--- config.mk ---
export PLATFORM = sky130hd
export DESIGN_NAME = oc8051_indi_ptr_bank
export DESIGN_NICKNAME = d
export VERILOG_FILES = /design/src/rtl/oc8051_indi_pkg.sv /design/src/rtl/oc8051_indi_addr_dec.sv /design/src/rtl/oc8051_indi_ptr_bank.sv
export SDC_FILE = /design/constraint.sdc
export NUM_CORES = 1
export LEC_CHECK = 0
export ABC_CLOCK_PERIOD_IN_PS = 6400
export BUFFER_PORTS_ARGS = -buffer_cell sky130_fd_sc_hd__buf_2
export CAP_MARGIN = 20
export CORE_MARGIN = 10
export CORE_UTILIZATION = 60
export DETAILED_ROUTE_END_ITERATION = 6
export MAX_ROUTING_LAYER = met4
export PLACE_DENSITY_LB_ADDON = 0.08
export SLEW_MARGIN = 20
export SYNTH_ARGS = -nofsm -noshare
export SYNTH_HDL_FRONTEND = slang
export SYNTH_SLANG_ARGS = --single-unit
--- constraint.sdc ---
create_clock -name clk -period 6.4 [get_ports clk]
set_input_delay 1.92 -clock clk [delete_from_list [all_inputs] [get_ports clk]]
set_output_delay 1.92 -clock clk [all_outputs]
set_load 0.005 [all_outputs]
--- src/rtl/oc8051_indi_pkg.sv ---
// ============================================================================
// oc8051_indi_pkg : parameter defaults and byte-address -> (bank, pointer) map
// Rev 1.0 : initial release
// ============================================================================
`default_nettype none

package oc8051_indi_pkg;

  localparam int unsigned DW_DEFAULT          = 8;
  localparam int unsigned NBANK_DEFAULT       = 4;
  localparam int unsigned NPTR_DEFAULT        = 2;
  localparam int unsigned BANK_STRIDE_DEFAULT = 8;

  // Fields are sized for the largest legal configuration (8 banks, 256-byte map)
  typedef struct packed {
    logic       hit;
    logic [2:0] bank;
    logic [7:0] ptr;
  } ptr_loc_t;

  function automatic ptr_loc_t map_addr(input logic [7:0]  addr,
                                        input int unsigned stride,
                                        input int unsigned nbank,
                                        input int unsigned nptr);
    ptr_loc_t    loc;
    int unsigned b;
    int unsigned p;
    b        = 32'(addr) / stride;
    p        = 32'(addr) % stride;
    loc.hit  = (b < nbank) && (p < nptr);
    loc.bank = 3'(b);
    loc.ptr  = 8'(p);
    return loc;
  endfunction

endpackage

`default_nettype wire

--- src/rtl/oc8051_indi_addr_dec.sv ---
// ============================================================================
// oc8051_indi_addr_dec : decodes a write byte address into hit/bank/pointer
// Rev 1.0 : initial release
// ============================================================================
`default_nettype none

module oc8051_indi_addr_dec
  import oc8051_indi_pkg::*;
#(
  parameter  int unsigned NBANK       = NBANK_DEFAULT,
  parameter  int unsigned NPTR        = NPTR_DEFAULT,
  parameter  int unsigned BANK_STRIDE = BANK_STRIDE_DEFAULT,
  localparam int unsigned BW          = (NBANK > 1) ? $clog2(NBANK) : 1,
  localparam int unsigned PW          = (NPTR > 1) ? $clog2(NPTR) : 1
) (
  input  logic [7:0]    wr_addr,
  output logic          hit,
  output logic [BW-1:0] bank_idx,
  output logic [PW-1:0] ptr_idx
);

  ptr_loc_t w_loc;

  always_comb begin
    w_loc = map_addr(wr_addr, BANK_STRIDE, NBANK, NPTR);
  end

  assign hit      = w_loc.hit;
  assign bank_idx = BW'(w_loc.bank);
  assign ptr_idx  = PW'(w_loc.ptr);

endmodule

`default_nettype wire

--- src/rtl/oc8051_indi_ptr_bank.sv ---
// ============================================================================
// oc8051_indi_ptr_bank : banked indirect-pointer registers (R0/R1 style) with
// write bypass; post-increment/decrement built only with OC8051_INDI_AUTOINC_EN.
// Rev 1.0 : initial release
// ============================================================================
`default_nettype none

module oc8051_indi_ptr_bank
  import oc8051_indi_pkg::*;
#(
  parameter  int unsigned DW          = DW_DEFAULT,
  parameter  int unsigned NBANK       = NBANK_DEFAULT,
  parameter  int unsigned NPTR        = NPTR_DEFAULT,
  parameter  int unsigned BANK_STRIDE = BANK_STRIDE_DEFAULT,
  localparam int unsigned BW          = (NBANK > 1) ? $clog2(NBANK) : 1,
  localparam int unsigned PW          = (NPTR > 1) ? $clog2(NPTR) : 1
) (
  input  logic          clk,
  input  logic          rst,
  input  logic          wr,
  input  logic          wr_bit,
  input  logic [7:0]    wr_addr,
  input  logic [DW-1:0] data_in,
  input  logic [BW-1:0] bank,
  input  logic [PW-1:0] sel,
  input  logic          ptr_upd,
  input  logic          ptr_dec,
  output logic [DW-1:0] ri_out,
  output logic          wr_hit
);

  logic          r_wr_bit;
  logic [DW-1:0] r_ptr [NBANK][NPTR];
  logic          w_dec_hit;
  logic [BW-1:0] w_dec_bank;
  logic [PW-1:0] w_dec_ptr;
  logic          w_sel_hit;

  oc8051_indi_addr_dec #(
    .NBANK      (NBANK),
    .NPTR       (NPTR),
    .BANK_STRIDE(BANK_STRIDE)
  ) u_addr_dec (
    .wr_addr (wr_addr),
    .hit     (w_dec_hit),
    .bank_idx(w_dec_bank),
    .ptr_idx (w_dec_ptr)
  );

  // A byte write right after a bit-addressable write is the read-modify-write
  // tail of that bit op and must not land in the pointer file.
  always_ff @(posedge clk or posedge rst) begin
    if (rst) r_wr_bit <= 1'b0;
    else     r_wr_bit <= wr_bit;
  end

  assign wr_hit    = wr && !r_wr_bit && w_dec_hit;
  assign w_sel_hit = wr_hit && (w_dec_bank == bank) && (w_dec_ptr == sel);
  assign ri_out    = w_sel_hit ? data_in : r_ptr[bank][sel];

`ifdef OC8051_INDI_AUTOINC_EN
  logic [DW-1:0] w_upd_val;
  assign w_upd_val = ptr_dec ? (ri_out - DW'(1)) : (ri_out + DW'(1));
`else
  logic w_unused_upd;
  assign w_unused_upd = ptr_upd ^ ptr_dec;
`endif

  // Post-modify is applied after the write so a same-register collision
  // modifies the freshly written value (via the ri_out bypass).
  always_ff @(posedge clk or posedge rst) begin
    if (rst) begin
      for (int b = 0; b < int'(NBANK); b++)
        for (int p = 0; p < int'(NPTR); p++)
          r_ptr[b][p] <= '0;
    end else begin
      for (int b = 0; b < int'(NBANK); b++) begin
        for (int p = 0; p < int'(NPTR); p++) begin
          if (wr_hit && (w_dec_bank == BW'(b)) && (w_dec_ptr == PW'(p)))
            r_ptr[b][p] <= data_in;
`ifdef OC8051_INDI_AUTOINC_EN
          if (ptr_upd && (bank == BW'(b)) && (sel == PW'(p)))
            r_ptr[b][p] <= w_upd_val;
`endif
        end
      end
    end
  end

endmodule

`default_nettype wire

==> out/metrics.cfg <==
[route]
ant_nets = 0
drc_errors = 0
vias = 1775
routedWlPerCell_um = 21.3
drt_iter0_markers = 52
via_per_inst = 5.96
drt-total-wl_mm = 6.35
drtPass1Iterations = 4

[clock_network]
ctsLongestPathBuffers = 2
cts_max_level = 3
post_cts_buffers = 0
clockRootBuffer = clkbuf_8
cts_tree = yes
clkTransAtPathRegs_ns = 0.07
insertion_delay_ns = 0.33
numCtsBuffers = 9
clkSinkCount = 65
cts_resized = 0
cts_hold_buf = 0

[setup_path]
reg2reg_depth = 4
cp-endpoint = ri_out[4]
arrival_ns = 3.59
worstSetupPathType = input port to output port
critPathSlowestCell = mux4_1
critPathCaptureType = output port
worstPathMaxFanout = 17
critPathTopFamily = multiplexers
worstPathRequired_ns = 4.48
path_buf_inv = 2
r2r_slack_ns = 4.38
cp-start-kind = input port
reg2reg_to = r_ptr[24]
reg2reg_from = r_wr_bit
startpoint = bank[0]
crit_chain = buf_2, mux4_1, mux2_2, mux2_2, buf_2
max_stage_delay_ns = 0.62
crit_cells = 5

[logic_synthesis]
synth_area_leaders = dfrtp_1 (50%), mux2_2 (27%), mux4_1 (11%)
synth_xor_area_frac = 0.00816
yosys.area_share.simple = 0.0567
synth_top_family_by_area = multiplexers
synthCells = 191
synth_edf_count = 0
yosysMostFrequentCell = mux2_2
ys_ff_latch = 65
synth_compound_area_frac = 0
synth_fa_ha_area_frac = 0
async_flop_share = 1.00
synth_cell_type_count = 25
synthMuxAreaShare = 0.408
netlist_area_um2 = 3220
yosys_warnings = 0
seq_area_frac_synth = 0.505
synth_nets = 216
synth_commonest_cells = mux2_2 (78), dfrtp_1 (65), mux4_1 (14)
yosys.area.top_type = dfrtp_1
synth_top_area_frac = 0.505
avgSynthCellArea_um2 = 16.9
synth_ff_type = dfrtp_1

[timing]
fin_crit_sh = 0.862
skew_ns = 0.00452
period_needed_ns = 5.51
timing.fmax_mhz = 181
hold_viol_final = 0
final.setup.tns_ns = 0
slew_headroom = 0.465
tightest_slew_ns = 0.802
rsz0062_at_grt = no
setup_violations = 0
drv_slew = 0

[global_routing]
grt_pass1_vias = 1954
grt_max_degree = 66
grt.total_usage = 0.163
antenna_found_initial = 0
grt-ovfl-total = 0
grt_pass1_wl_mm = 10.5

[cells_and_area]
syn_to_final_growth_pct = 11.1
num_antenna_cells = 0
stdcell_area_um2 = 3580
nets = 249
drive_above_1_share = 0.592

[floorplanning]
die_w_um = 93.3
num_io_pins = 34
die_h_um = 93.3
start_util = 0.623
core-area_um2 = 5170
dieArea_um2 = 8700
num_rows = 26

[min_path]
hold_class = register to register
worstHoldStart = r_ptr[0]

[status]
status = completed

[power_and_ir_drop]
powerDensity_nw_per_um2 = 226
power_leakage_nw = 1.89
ir_drop_mv = 0.203

[place]
gp_congestion = 0.731
hpwl_mm = 4.18
place_area_um2 = 3400
numPortBuffers = 31

[job]
drv_cap = 0

how the worst min path moves through the flow:
| stage | end | depth (start not counted) |
|---|---|---|
| after global routing | r_ptr[41] | 1 |
| after detailed placement | r_ptr[49] | 1 |
| after floorplan | r_ptr[49] | 1 |
| final | r_ptr[0] | 1 |
| after CTS | r_ptr[15] | 1 |
| after global placement | r_ptr[49] | 1 |
cells by family (layout without fill, tap and decap cells):
kind of cell / Yosys count / after routing
XOR/XNOR: 3 / 3
buffers and inverters: 11 / 48
flip-flops: 65 / 65
multiplexers: 96 / 96
AND/OR/NAND/NOR: 16 / 16
flip-flops by register name, summed over array words and instances (netlist names):
signal    count
r_wr_bit      1
r_ptr        64
stage by stage:
step           total power, W  utilization  setup slack, ns  hold WS (ns)  std cells
6_report             0.000808        0.692            0.886         0.499        298
5_1_grt              0.000841        0.692            0.748         0.517        298
4_1_cts              0.000815        0.692            0.848         0.504        298
3_5_place_dp         0.000495        0.658            0.859         0.481        283
3_3_place_gp         0.000491        0.658            0.861         0.461        283
2_1_floorplan        0.000474            -             1.31         0.450        191
metal layers:
layer	up-vias	track usage	part of all wire
li1	796	-	-
met1	933	0.187	0.43
met2	31	0.267	0.51
met3	15	0.0352	0.035
met4	0	0.0771	0.021
met5	-	-	0
layout make-up:
class | count | area [µm²]
Clock inverter | 4 | 45.0
Timing Repair Buffer | 32 | 163
Fill cell | 363 | 1590
Inverter | 1 | 3.75
Sequential cell | 65 | 1630
Clock buffer | 11 | 131
Multi-Input combinational cell | 115 | 1520
Tap cell | 70 | 87.6
cells in the final DEF, fill, tap and decap left out:
cell and n:
nand2_1 1, and4_1 1, nor3b_1 1, clkbuf_1 2, and2_1 1, nand2b_1 1, nand3b_2 1, buf_4 1
dfrtp_1 65, nand3b_4 2, nor3b_4 2, mux4_2 2, nor4_4 1, bufinv_16 1, and3_1 1, nor2_2 1
mux4_1 14, inv_2 1, buf_2 31, nor2_1 1, mux2_2 78, mux2_1 2, clkbuf_8 9, nand3_4 1
xnor2_1 3, nand2_2 1, clkinv_2 3
power breakdown:
group          internal [W]  switching [W]  total [W]
combinational     0.0000286      0.0000304  0.0000590
clock              0.000176       0.000146   0.000322
sequential         0.000422     0.00000522   0.000427
worst reg2reg max path: stages (launching register included):
cell and delay (ns):
dfrtp_1 0.36, nor3b_1 0.34, nand3b_2 0.23, nor3b_4 0.57, mux2_2 0.41
No activity file was read; power rests on OpenSTA's default activity.
